===== src/rtl/alu_arbiter.sv =====
`default_nettype none
// ============================================================================
//  Module   : alu_arbiter
//  Purpose  : Two-requester arbiter and issue sequencer for a shared ALU.
//             Requester 0 (pipeline EX) and requester 1 (auxiliary) compete
//             over valid/ready. The winner's operands are registered into an
//             issue stage that drives the ALU. The ALU result and flags are
//             captured one cycle later and returned as a one-cycle response
//             pulse tagged by requester. Latency is 2 cycles and throughput
//             is 1 op/cycle.
//  Options  : ALU_ARB_RR_EN  -- when defined, conflicts are resolved
//             round-robin using a 1-bit last-grant pointer. Otherwise
//             requester 0 has fixed priority.
//  Revision : 1.0  initial release
// ============================================================================
module alu_arbiter #(
  parameter int DW = 17
) (
  input  logic          clk,
  input  logic          rst_n,
  // requester 0 (main pipeline)
  input  logic          req0_vld,
  output logic          req0_rdy,
  input  logic [2:0]    req0_func,
  input  logic [DW-1:0] req0_src0,
  input  logic [DW-1:0] req0_src1,
  input  logic [3:0]    req0_shamt,
  // requester 1 (auxiliary)
  input  logic          req1_vld,
  output logic          req1_rdy,
  input  logic [2:0]    req1_func,
  input  logic [DW-1:0] req1_src0,
  input  logic [DW-1:0] req1_src1,
  input  logic [3:0]    req1_shamt,
  // ALU side
  output logic [2:0]    alu_func,
  output logic [DW-1:0] alu_src0,
  output logic [DW-1:0] alu_src1,
  output logic [3:0]    alu_shamt,
  input  logic [DW-1:0] alu_dst,
  input  logic          alu_ov,
  input  logic          alu_zr,
  input  logic          alu_neg,
  // responses
  output logic          rsp0_vld,
  output logic          rsp1_vld,
  output logic [DW-1:0] rsp_dst,
  output logic          rsp_ov,
  output logic          rsp_zr,
  output logic          rsp_neg,
  output logic          busy
);

  logic grant0;
  logic grant1;
  logic accept;

`ifdef ALU_ARB_RR_EN
  // Pointer holds the id of the last granted requester; the other one wins a
  // conflict. Resetting to 1 makes requester 0 win the first conflict.
  logic rr_ptr_q;
  logic rr_ptr_d;

  // Round-robin grant and pointer update
  always_comb begin
    grant0   = req0_vld & (~req1_vld | rr_ptr_q);
    grant1   = req1_vld & (~req0_vld | ~rr_ptr_q);
    rr_ptr_d = accept ? grant1 : rr_ptr_q;
  end

  // Last-grant pointer register
  always_ff @(posedge clk or negedge rst_n) begin
    if (!rst_n) begin
      rr_ptr_q <= 1'b1;
    end else begin
      rr_ptr_q <= rr_ptr_d;
    end
  end
`else
  // Fixed priority grant: requester 0 always wins a conflict
  always_comb begin
    grant0 = req0_vld;
    grant1 = req1_vld & ~req0_vld;
  end
`endif

  assign accept   = grant0 | grant1;
  assign req0_rdy = grant0;
  assign req1_rdy = grant1;

  // Issue stage registers
  logic          iss_vld_q,   iss_vld_d;
  logic          iss_id_q,    iss_id_d;
  logic [2:0]    iss_func_q,  iss_func_d;
  logic [DW-1:0] iss_src0_q,  iss_src0_d;
  logic [DW-1:0] iss_src1_q,  iss_src1_d;
  logic [3:0]    iss_shamt_q, iss_shamt_d;

  // Response stage registers
  logic          rsp0_vld_q,  rsp0_vld_d;
  logic          rsp1_vld_q,  rsp1_vld_d;
  logic [DW-1:0] rsp_dst_q,   rsp_dst_d;
  logic          rsp_ov_q,    rsp_ov_d;
  logic          rsp_zr_q,    rsp_zr_d;
  logic          rsp_neg_q,   rsp_neg_d;

  // Issue next-state: load the winner, otherwise park the ALU on ADD of zeros
  // so the operand buses do not toggle while idle.
  always_comb begin
    iss_vld_d   = accept;
    iss_id_d    = grant1;
    iss_func_d  = 3'd0;
    iss_src0_d  = '0;
    iss_src1_d  = '0;
    iss_shamt_d = 4'd0;
    if (grant0) begin
      iss_func_d  = req0_func;
      iss_src0_d  = req0_src0;
      iss_src1_d  = req0_src1;
      iss_shamt_d = req0_shamt;
    end else if (grant1) begin
      iss_func_d  = req1_func;
      iss_src0_d  = req1_src0;
      iss_src1_d  = req1_src1;
      iss_shamt_d = req1_shamt;
    end
  end

  // Response next-state: capture ALU output behind a valid issue, else hold
  always_comb begin
    rsp0_vld_d = iss_vld_q & ~iss_id_q;
    rsp1_vld_d = iss_vld_q &  iss_id_q;
    rsp_dst_d  = rsp_dst_q;
    rsp_ov_d   = rsp_ov_q;
    rsp_zr_d   = rsp_zr_q;
    rsp_neg_d  = rsp_neg_q;
    if (iss_vld_q) begin
      rsp_dst_d = alu_dst;
      rsp_ov_d  = alu_ov;
      rsp_zr_d  = alu_zr;
      rsp_neg_d = alu_neg;
    end
  end

  // Issue and response stage registers; reset discards in-flight ops
  always_ff @(posedge clk or negedge rst_n) begin
    if (!rst_n) begin
      iss_vld_q   <= 1'b0;
      iss_id_q    <= 1'b0;
      iss_func_q  <= 3'd0;
      iss_src0_q  <= '0;
      iss_src1_q  <= '0;
      iss_shamt_q <= 4'd0;
      rsp0_vld_q  <= 1'b0;
      rsp1_vld_q  <= 1'b0;
      rsp_dst_q   <= '0;
      rsp_ov_q    <= 1'b0;
      rsp_zr_q    <= 1'b0;
      rsp_neg_q   <= 1'b0;
    end else begin
      iss_vld_q   <= iss_vld_d;
      iss_id_q    <= iss_id_d;
      iss_func_q  <= iss_func_d;
      iss_src0_q  <= iss_src0_d;
      iss_src1_q  <= iss_src1_d;
      iss_shamt_q <= iss_shamt_d;
      rsp0_vld_q  <= rsp0_vld_d;
      rsp1_vld_q  <= rsp1_vld_d;
      rsp_dst_q   <= rsp_dst_d;
      rsp_ov_q    <= rsp_ov_d;
      rsp_zr_q    <= rsp_zr_d;
      rsp_neg_q   <= rsp_neg_d;
    end
  end

  assign alu_func  = iss_func_q;
  assign alu_src0  = iss_src0_q;
  assign alu_src1  = iss_src1_q;
  assign alu_shamt = iss_shamt_q;

  assign rsp0_vld  = rsp0_vld_q;
  assign rsp1_vld  = rsp1_vld_q;
  assign rsp_dst   = rsp_dst_q;
  assign rsp_ov    = rsp_ov_q;
  assign rsp_zr    = rsp_zr_q;
  assign rsp_neg   = rsp_neg_q;

  assign busy = iss_vld_q | rsp0_vld_q | rsp1_vld_q;

endmodule
`default_nettype wire


===== config.mk =====
export PLATFORM = sky130hd
export DESIGN_NAME = alu_arbiter
export DESIGN_NICKNAME = d
export VERILOG_FILES = /design/src/rtl/alu_arbiter.sv
export SDC_FILE = /design/constraint.sdc
export NUM_CORES = 1
export LEC_CHECK = 0
export BUFFER_PORTS_ARGS = -buffer_cell sky130_fd_sc_hd__buf_2
export CORE_MARGIN = 2
export CORE_UTILIZATION = 44
export DETAILED_ROUTE_END_ITERATION = 8
export PLACE_DENSITY_LB_ADDON = 0.15
export REMOVE_ABC_BUFFERS = 1
export SETUP_SLACK_MARGIN = 0.5
export SLEW_MARGIN = 40
export SYNTH_ARGS = -nofsm -noshare
export SYNTH_HDL_FRONTEND = slang
export SYNTH_SLANG_ARGS = --single-unit

===== constraint.sdc =====
create_clock -name clk -period 2.51 [get_ports clk]
set_clock_uncertainty 0.15 [all_clocks]
set_input_delay 0.502 -clock clk [delete_from_list [all_inputs] [get_ports clk]]
set_output_delay 0.502 -clock clk [all_outputs]
set_load 0.03 [all_outputs]

==> impl_metrics.py <==
metrics = {
    "run_status": {
        "status": "finished clean",
    },
    "timing": {
        "tightest_slew_ps": 633,
        "slew_headroom_pct": 57.8,
        "slew_viol_final": 0,
        "hold_viol": 0,
        "tns_ps": 0,
        "final.period_utilization_pct": 75.7,
        "setup_viol": 0,
        "period_minus_slack_ps": 1900,
        "rsz0062_at_grt": "no",
        "fmax_mhz": 526,
    },
    "worst_hold_path": {
        "hold_class": "in -> async",
    },
    "clock_network": {
        "cts_setup_buffers": 0,
        "htree_levels": 3,
        "cts_buffers": 9,
        "cts_tree": "yes",
        "clk_latency_ps": 330,
        "cts_num_sinks": 65,
        "cts_root_buf": "clkbuf_8",
        "clk_pin_slew_ps": 60,
        "clk_path_buf_depth": 2,
        "holdBufCountCts": 0,
        "cts_resized": 0,
    },
    "global_route": {
        "gr-usage-met3_pct": 9.39,
        "grt_first_pass_wirelength_um": 8830,
        "antenna_found_initial": 0,
        "grt_pass1_vias": 1963,
        "grt-ovfl-total": 0,
        "use_met2_pct": 31.8,
        "track_usage_pct": 18.9,
        "grt.met1_usage_pct": 19.8,
        "grt_max_degree": 79,
        "grt-busiest-layer": "met2",
    },
    "power_and_ir_drop": {
        "power.density_nw_per_um2": 664,
        "peakVddDrop_mv": 0.312,
        "total_power_mw": 2.35,
        "p_leak_nw": 1.92,
    },
    "place": {
        "place.gp.congestion": 0.745,
        "dp_hpwl_um": 4250,
        "portBuffers": 171,
    },
    "yosys": {
        "synth-seq-cells": 65,
        "syn_area_per_cell_um2": 11.4,
        "synth_edf_count": 0,
        "syn_inst": 220,
        "synth-seq-area-share_pct": 64.7,
        "ys_warn_count": 0,
        "synthArstFlopShare_pct": 100,
        "synth_top_area_share_pct": 64.7,
        "synth_area_um2": 2510,
        "synth_flop_cell": "dfrtp_1",
        "yosys.area.top_type": "dfrtp_1",
        "synth_area_leaders": "dfrtp_1, nand2_1, mux2_2, o21ai_0, buf_6",
        "ys_types": 14,
    },
    "route": {
        "first_iter_violations": 59,
        "remaining_drc_errors": 0,
        "post_drt_wl_per_cell_um": 12.4,
        "via_per_inst": 4.48,
        "wl_um": 5780,
        "ant_nets": 0,
        "via_count": 2090,
        "drtPass1Iterations": 4,
    },
    "floorplanning": {
        "die_w_um": 79.6,
        "core_region_area_um2": 5510,
        "dieArea_um2": 6340,
        "pin_count": 172,
        "initial_utilization_pct": 45.7,
        "fp.dieH_um": 79.6,
        "rows": 27,
    },
    "setup_path": {
        "crit_type": "reg -> out",
        "worstSetupEndpointType": "output port",
        "reg2reg_from": "iss_vld_q$_DFF_PN0_",
        "cp_max_fo": 2,
        "start_kind": "register",
        "arrival_ps": 1250,
        "startpoint": "iss_vld_q$_DFF_PN0_",
        "required_ps": 1860,
    },
    "job": {
        "drv_cap": 0,
    },
    "finish": {
        "seqCellArea_um2": 1630,
        "fillers": 466,
        "num_antenna_cells": 0,
        "area_growth_pct": 40.5,
        "post_route_cells_drive_above_1_share_pct": 53.3,
        "fin_nets": 496,
        "multi_input_area_um2": 751,
    },
}
## path summary, 6_finish.rpt
check | end | slack [ps] | cells after the start
max reg2reg | rsp_dst[13]$_DFFE_PN0P_ | 1250 | 2
min reg2reg | rsp0_vld$_DFF_PN0_ | 270 | 1
min | rsp_dst[0]$_DFFE_PN0P_ | 10 | 2
max | busy | 610 | 2
min in group clk | alu_src0[12]$_DFF_PN0_ | 220 | 3
max in group asynchronous | alu_src1[14]$_DFF_PN0_ | 1900 | 2
## metal layers
layer,wire (um),vias to the layer above
met1,2220,913
met3,663,11
li1,-,1058
met4,115,0
met2,2780,108
met5,0,-
## sequential cells by signal (all words and copies together), names as in the netlist
name	count
alu_func	3
alu_shamt	4
alu_src0	17
alu_src1	17
iss_id_q	1
iss_vld_q	1
rsp0_vld	1
rsp1_vld	1
rsp_dst	17
rsp_neg	1
rsp_ov	1
rsp_zr	1
## cells by family (layout without fill, tap and decap cells)
logic type	after synthesis	in the layout	synth area share (%)
compound gates	41	41	8.91
buf+inv	17	191	5.47
flops	65	65	64.7
simple gates	77	77	12.0
mux	20	20	8.96
## critical path: stages (launching register included)
cell and delay, ps:
dfrtp_1 370, or3_1 370, buf_2 180
## Yosys cell counts (2+ instances only)
| master | number |
|---|---|
| dfrtp_1 | 65 |
| mux2_2 | 20 |
| nand2_1 | 72 |
| buf_2 | 5 |
| buf_4 | 4 |
| a22o_1 | 5 |
| buf_6 | 7 |
| o21ai_1 | 15 |
| o21ai_0 | 21 |
| nor2b_1 | 2 |
## power breakdown
part           switching, mW  internal, mW  total [mW]
clock network          0.352         0.372       0.725
registers             0.0239          1.13        1.15
logic                  0.303         0.170       0.474
total                  0.679          1.67        2.35
## area by class of cell
cell class | instances | share of cell area [%]
clock buffers | 11 | 4.00
well taps | 72 | 2.55
repair buffers | 176 | 25.6
flip-flops and latches | 65 | 46.0
multi-input cells | 138 | 21.2
clock inverters | 4 | 0.566
## through the flow
stage | hold slack (ps) | setup slack [ps] | utilization [%] | std cells | area (um2)
final | 12.0 | 609 | 64.2 | 466 | 3530
after global routing | 48.1 | 569 | 64.2 | 466 | 3530
after CTS | 33.4 | 588 | 64.2 | 466 | 3530
after detailed placement | 260 | 710 | 61.3 | 451 | 3370
after global placement | 258 | 741 | 61.3 | 451 | 3370
after floorplan | 56.4 | 675 | - | 203 | 2380
## cells in the final DEF (no fill, tap or decap), drive strengths merged
master  netlist  layout
dfrtp        65      65
and2          1       1
a22o          5       5
or3           1       1
nand2        72      72
o21ai        36      36
buf          16     176
mux2         20      20
nor2b         2       2
or2           1       1
clkinv        0       4
clkbuf        1      11
(Power assumes the default switching activity.)
